$ cat src/rtl/mult_soma_seq.sv
// rtl/mult_soma_seq.sv - sequential multiplier by repeated addition with MAC, overflow and cancel
module mult_soma_seq #(
    parameter int WIDTH = 8,
    parameter bit TROCA = 1'b1
) (
    input  logic               clk,
    input  logic               rst,
    input  logic               start,
    input  logic               acumula,
    input  logic               cancela,
    input  logic [WIDTH-1:0]   a,
    input  logic [WIDTH-1:0]   b,
    output logic [2*WIDTH-1:0] produto,
    output logic               pronto,
    output logic               valido,
    output logic               estouro
);

    localparam int PW = 2 * WIDTH;

    typedef enum logic [1:0] {
        OCIOSO = 2'd0,
        SOMA   = 2'd1,
        FIM    = 2'd2
    } estado_t;

    estado_t          estado_q, estado_d;
    logic [WIDTH-1:0] contador_q, contador_d;
    logic [WIDTH-1:0] mult_q, mult_d;
    logic [PW-1:0]    produto_q, produto_d;
    logic             estouro_q, estouro_d;

    // One extra bit so the carry out of the accumulator is visible.
    logic [PW:0]      soma;

    // Zero-extended accumulate of the multiplicand onto the current product.
    always_comb begin
        soma = {1'b0, produto_q} + {{(PW - WIDTH + 1){1'b0}}, mult_q};
    end

    // State and datapath registers; reset discards any operation in flight.
    always_ff @(posedge clk or negedge rst) begin
        if (!rst) begin
            estado_q   <= OCIOSO;
            contador_q <= '0;
            mult_q     <= '0;
            produto_q  <= '0;
            estouro_q  <= 1'b0;
        end else begin
            estado_q   <= estado_d;
            contador_q <= contador_d;
            mult_q     <= mult_d;
            produto_q  <= produto_d;
            estouro_q  <= estouro_d;
        end
    end

    // Next-state and datapath control: accept in OCIOSO, iterate in SOMA, strobe in FIM.
    always_comb begin
        estado_d   = estado_q;
        contador_d = contador_q;
        mult_d     = mult_q;
        produto_d  = produto_q;
        estouro_d  = estouro_q;
        case (estado_q)
            OCIOSO: begin
                if (start) begin
                    estado_d  = SOMA;
                    estouro_d = 1'b0;
                    if (!acumula) begin
                        produto_d = '0;
                    end
                    // Counting the smaller operand minimises the number of additions.
                    if (TROCA && (b > a)) begin
                        contador_d = a;
                        mult_d     = b;
                    end else if (TROCA) begin
                        contador_d = b;
                        mult_d     = a;
                    end else begin
                        contador_d = b;
                        mult_d     = a;
                    end
                end
            end
            SOMA: begin
                if (cancela) begin
                    estado_d  = OCIOSO;
                    produto_d = '0;
                    estouro_d = 1'b0;
                end else if (contador_q == '0) begin
                    estado_d = FIM;
                end else begin
                    produto_d  = soma[PW-1:0];
                    contador_d = contador_q - WIDTH'(1);
                    estouro_d  = estouro_q | soma[PW];
                end
            end
            FIM: begin
                estado_d = OCIOSO;
            end
            default: begin
                estado_d = OCIOSO;
            end
        endcase
    end

    assign produto = produto_q;
    assign pronto  = (estado_q == OCIOSO);
    assign valido  = (estado_q == FIM);
    assign estouro = estouro_q;

endmodule

$ cat config.mk
export PLATFORM = sky130hd
export DESIGN_NAME = mult_soma_seq
export DESIGN_NICKNAME = d
export VERILOG_FILES = /design/src/rtl/mult_soma_seq.sv
export SDC_FILE = /design/constraint.sdc
export NUM_CORES = 1
export LEC_CHECK = 0
export ABC_AREA = 1
export CAP_MARGIN = 20
export CORE_MARGIN = 1.5
export CORE_UTILIZATION = 25
export DETAILED_ROUTE_END_ITERATION = 6
export GPL_TIMING_DRIVEN = 0
export PLACE_DENSITY_LB_ADDON = 0.3
export RECOVER_POWER = 50
export SLEW_MARGIN = 20
export SYNTH_ARGS = -nofsm -noshare
export SYNTH_HDL_FRONTEND = slang
export SYNTH_SLANG_ARGS = --single-unit
$ cat constraint.sdc
create_clock -name clk -period 4.1 [get_ports clk]
set_input_delay 0.82 -clock clk [delete_from_list [all_inputs] [get_ports clk]]
set_output_delay 0.82 -clock clk [all_outputs]
set_load 0.02 [all_outputs]
* Word level (Yosys, flattened, before mapping) *
Index checks and enable logic that the tools add are counted.

word-level totals
  register bits after elaboration = 35
  bits of input ports = 21
  output and inout bits = 19
  word-level logic and storage cells = 44

cells by class
  $add $sub $neg = 2
  $lt $le $gt $ge = 1
  equal/unequal tests = 8
  multiplexer cells = 19
  bitwise operators = 1
  reductions and logical operators = 8

operators by type and width
  cell                                                                   number
  16-bit two-way mux                                                     4
  8-bit two-way mux                                                      5
  16-bit case mux with 2 select lines                                    1
  16-bit by 8-bit adder with 17-bit output                               1
  8-bit case mux with 2 select lines                                     1
  8-bit greater-than comparator                                          1
  8-bit logical NOT                                                      1
  2-bit inequality test, second input constant                           4
  4-bit AND reduction                                                    2
  8-bit by 1-bit subtractor with 8-bit output, second input constant     1
  2-bit two-way mux                                                      3
  3-bit inequality test, second input constant                           2
  2-bit case mux with 2 select lines                                     1
  2-bit AND reduction                                                    2
  1-bit two-way mux                                                      3
  3-bit AND reduction                                                    1
  2-bit by 1-bit equality test with 1-bit output, second input constant  1
  2-bit equality test, second input constant                             1
  2-bit logical NOT                                                      1
  1-bit case mux with 2 select lines                                     1
  2-bit nonzero test                                                     1
  1-bit bitwise OR                                                       1

* Longest topological paths before layout *
  depth in word-level cells = 5
  mapped depth = 15
  mapped depth without buffers = 14

* Worst setup path before layout *
No wires, ideal clock.

  path type = in2reg
  from = in a[7]
  to = reg mult_q[5]
  library setup time = 0.123 ns
  data arrival time = 2.068 ns
  data required time = 3.977 ns
  path slack = 1.909 ns
  cell stages on the path = 10
  buffers on the path = 1
  cells stage by stage = inv_1 > ha_1 > nand2_1 > nor2_1 > nand4_2 > nand2_2 > buf_2 > a21oi_1 > o21ai_0 > nand2_1

on the way
  cells in the longest elaborated chain, start to end = 2

ends and longest elaborated chain
  item                           RTL line  text
  start, declared                11        input logic [WIDTH-1:0] a,
  8-bit greater-than comparator  74        if (TROCA && (b > a)) begin
  8-bit two-way mux              74
  end signal, assigned           52        mult_q <= mult_d;
  end, declared                  29        logic [WIDTH-1:0] mult_q, mult_d;

No other way between the ends.
A chain may end at the register's enable or synchronous reset.

* Worst setup path after layout *
  from = in start
  to = reg produto_q[10], in the netlist produto[10]

on the way
  cells in the longest elaborated chain, start to end = 2

ends and longest elaborated chain
  item                             RTL line  text
  start, declared                  8         input logic start,
  2-bit inequality test (no line)  -
  4-bit AND reduction (no line)    -
  end signal, assigned             53        produto_q <= produto_d;
  end, declared                    30        logic [PW-1:0] produto_q, produto_d;

No other way between the ends.

==> metrics.yaml <==
seq_area_um2: 876
max_clock_freq_ghz: 0.348
core_area_um2: 10200
whs_ns: 0.486
cts.repair.resized: 0
htree_levels: 2
dieHeight_um: 105
diodes: 0
p_per_area_nw_per_um2: 504
path_max_fanout: 9
setup_violations: 0
wirelength_mm: 6.45
die_w_um: 105
ctsHoldBuffers: 0
p_seq_share_pct: 32.4
drtIter0Drc: 93
arrival_ns: 3.11
worstPathRequired_ns: 4.33
seq_area_frac_synth_pct: 33.4
multi_input_area_um2: 1470
report.power.total_w: 0.00164
slew_violations: 0
cts_buffer_depth: 2
via_count: 2455
place_hpwl_mm: 5.15
top_usage_layer: "met2"
synth_area_um2: 2620
grt_setup_unrepaired: "false"
syn_inst: 371
grt_pass1_vias: 2341
drc_errors: 0
fin_skew_ns: 0.0123
yosys_register_bits: 35
drive_gt1_share_pct: 8.59
vdd_drop_max_uv: 201
die-area_um2: 11100
critPathMostFrequentCell: "nand2_1"
ys_types: 37
n_fill_cell: 1113
clk_latency_ns: 0.29
path_clk_slew_ns: 0.08
fin_util_pct: 31.9
hp-class: "register to register"
initial_utilization_pct: 25.6
power.switching_w: 0.000694
crit_slowest_cell: "dlygate4sd3_1"
cpPeakStageDelay_ns: 0.53
cap_violations: 0
relSlewSlack_pct: 32.6
comb_power_share_pct: 47.3
syn-num-nets: 411
grt_use_total_pct: 12.3
p_int_w: 0.000950
cp-start-kind: "input port"
drtPass1Iterations: 4
r2r_slack_ns: 1.68
ant_nets: 0
antenna_found_initial: 0
grt_pass1_wl_mm: 10.9
synth_edf_count: 0
end_kind: "register"
wire_per_inst_um: 11.6
synth_ff_type: "dfrtp_1"
grt_max_degree: 19
cts_root_buf: "clkbuf_8"
setup.worst_path.class: "input port to register"
worst_pin_slew_ns: 1.01
nNetsFinal: 458
numCtsBuffers: 5
p_leak_nw: 1.57
globalRouteMet2Util_pct: 19.1
io_buffers: 39
postCtsSetupRepairBufs: 0
clkPwrFrac_pct: 20.3
grt_use_met3_pct: 2.97
ys_async_sr_fraction_pct: 100
vias_per_cell: 4.42
switching_share_pct: 42.2
status: "complete, no violations"
tns_ns: 0
area_growth_pct: 24.3
grt_overflow: 0
finalCritPeriodShare_pct: 70.2
gp_congestion: 0.826
hold_viol: 0
num_io_pins: 40
gr-usage-met1_pct: 16.8
clkSinkCount: 35
rows: 37
tritoncts: "done"
avgSynthCellArea_um2: 7.07
synth_warnings: 0
critical_path.cell_chain: "dlygate4sd3_1 -> nand2_1 -> nand2_1 -> clkinv_1 -> nand2_1 -> nand2_1 -> clkinvlp_2 -> nand2_4 -> o21ai_0 -> nor2_1"
period_needed_ns: 2.88
final timing paths:
path	start	to	depth (start not counted)
max	start	produto[10]	10
min	contador_q[1]	contador_q[1]	2
max reg2reg	estado_q[1]	contador_q[7]	10
min reg2reg	contador_q[1]	contador_q[1]	2
max in group asynchronous	rst	mult_q[0]	2
min in group asynchronous	rst	produto[9]	1
cells in the final DEF (no fill, tap or decap), drive strengths merged, types with 2 or more instances in the layout:
cell	Yosys	final
clkinv	0	2
nand2	111	111
clkbuf	1	9
or2	2	2
nand3	31	31
buf	3	3
xnor2	2	2
a21oi	28	28
xor2	2	2
dfrtp	35	35
o21ai	21	21
ha	18	18
nor3	5	5
inv	55	53
nand4	6	6
nor2	44	44
clkdlybuf4s50	0	37
cell families after synthesis:
logic type                 after synthesis  share of synthesized area, %
DFF                                     35                          33.4
adders and majority gates               19                          9.35
and+or+nand+nor                        200                          34.5
xor gates and xnor gates                 4                          1.34
buffers and inverters                   59                          9.21
AOI/OAI and AO/OA                       54                          12.2
cell usage after synthesis (2+ instances only):
| master | count | share of area [%] |
|---|---|---|
| nand2_1 | 104 | 15 |
| nand2_2 | 4 | 0.95 |
| nor2_8 | 2 | 1.5 |
| a21oi_2 | 3 | 1.0 |
| nand3_1 | 31 | 5.9 |
| nand4_1 | 5 | 1.2 |
| o21ai_0 | 16 | 3.1 |
| nand2_4 | 3 | 1.3 |
| inv_2 | 6 | 0.86 |
| nor2_1 | 39 | 5.6 |
| a21oi_1 | 25 | 4.8 |
| nor3_1 | 5 | 0.95 |
| nor2_2 | 2 | 0.48 |
| o21ai_1 | 2 | 0.38 |
| o21ai_2 | 3 | 1.0 |
| dfrtp_1 | 35 | 33 |
| xor2_1 | 2 | 0.67 |
| ha_1 | 18 | 8.6 |
| inv_1 | 47 | 6.7 |
| xnor2_1 | 2 | 0.67 |
state kept, by name, indices dropped and copies added, names as in the netlist:
name	count
produto	16
contador_q	8
mult_q	8
estado_q	2
estouro	1
critical path: cells and delay by family:
family / cells / cell delay (ns)
and+or+nand+nor: 6 / 1.20
AOI/OAI and AO/OA: 1 / 0.10
buffers and inverters: 3 / 0.99
per-stage QoR:
| stage | instance area (µm²) | worst slack [ns] | cells |
|---|---|---|---|
| CTS | 3320 | 1.40 | 555 |
| detailed placement | 3210 | 1.10 | 547 |
| global placement | 3180 | 1.12 | 546 |
| floorplan | 2620 | 1.91 | 371 |
| global route | 3260 | 0.931 | 555 |
| finish | 3260 | 1.22 | 555 |
routing by layer:
layer	vias to the layer above	share of wire, %
li1	1295	-
met1	1120	50
met2	38	46
met3	2	3.8
met4	0	0.48
met5	-	0
layout make-up:
cell class,count,area share [%]
Multi-Input combinational cell,277,45.0
Buffer,4,0.844
Tap cell,136,5.22
Clock inverter,2,1.07
Inverter,55,6.52
Sequential cell,35,26.9
Clock buffer,6,2.53
Timing Repair Buffer,40,11.9
power groups by stage:
stage | logic [W] | clock network [W] | registers, W
6_report | 0.000778 | 0.000334 | 0.000532
5_1_grt | 0.000892 | 0.000357 | 0.000546
4_1_cts | 0.000805 | 0.000342 | 0.000532
3_5_place_dp | 0.000801 | 0 | 0.000539
3_3_place_gp | 0.000787 | 0 | 0.000534
2_1_floorplan | 0.000527 | 0 | 0.000559
Note: power is estimated with default switching activity, not from simulation.
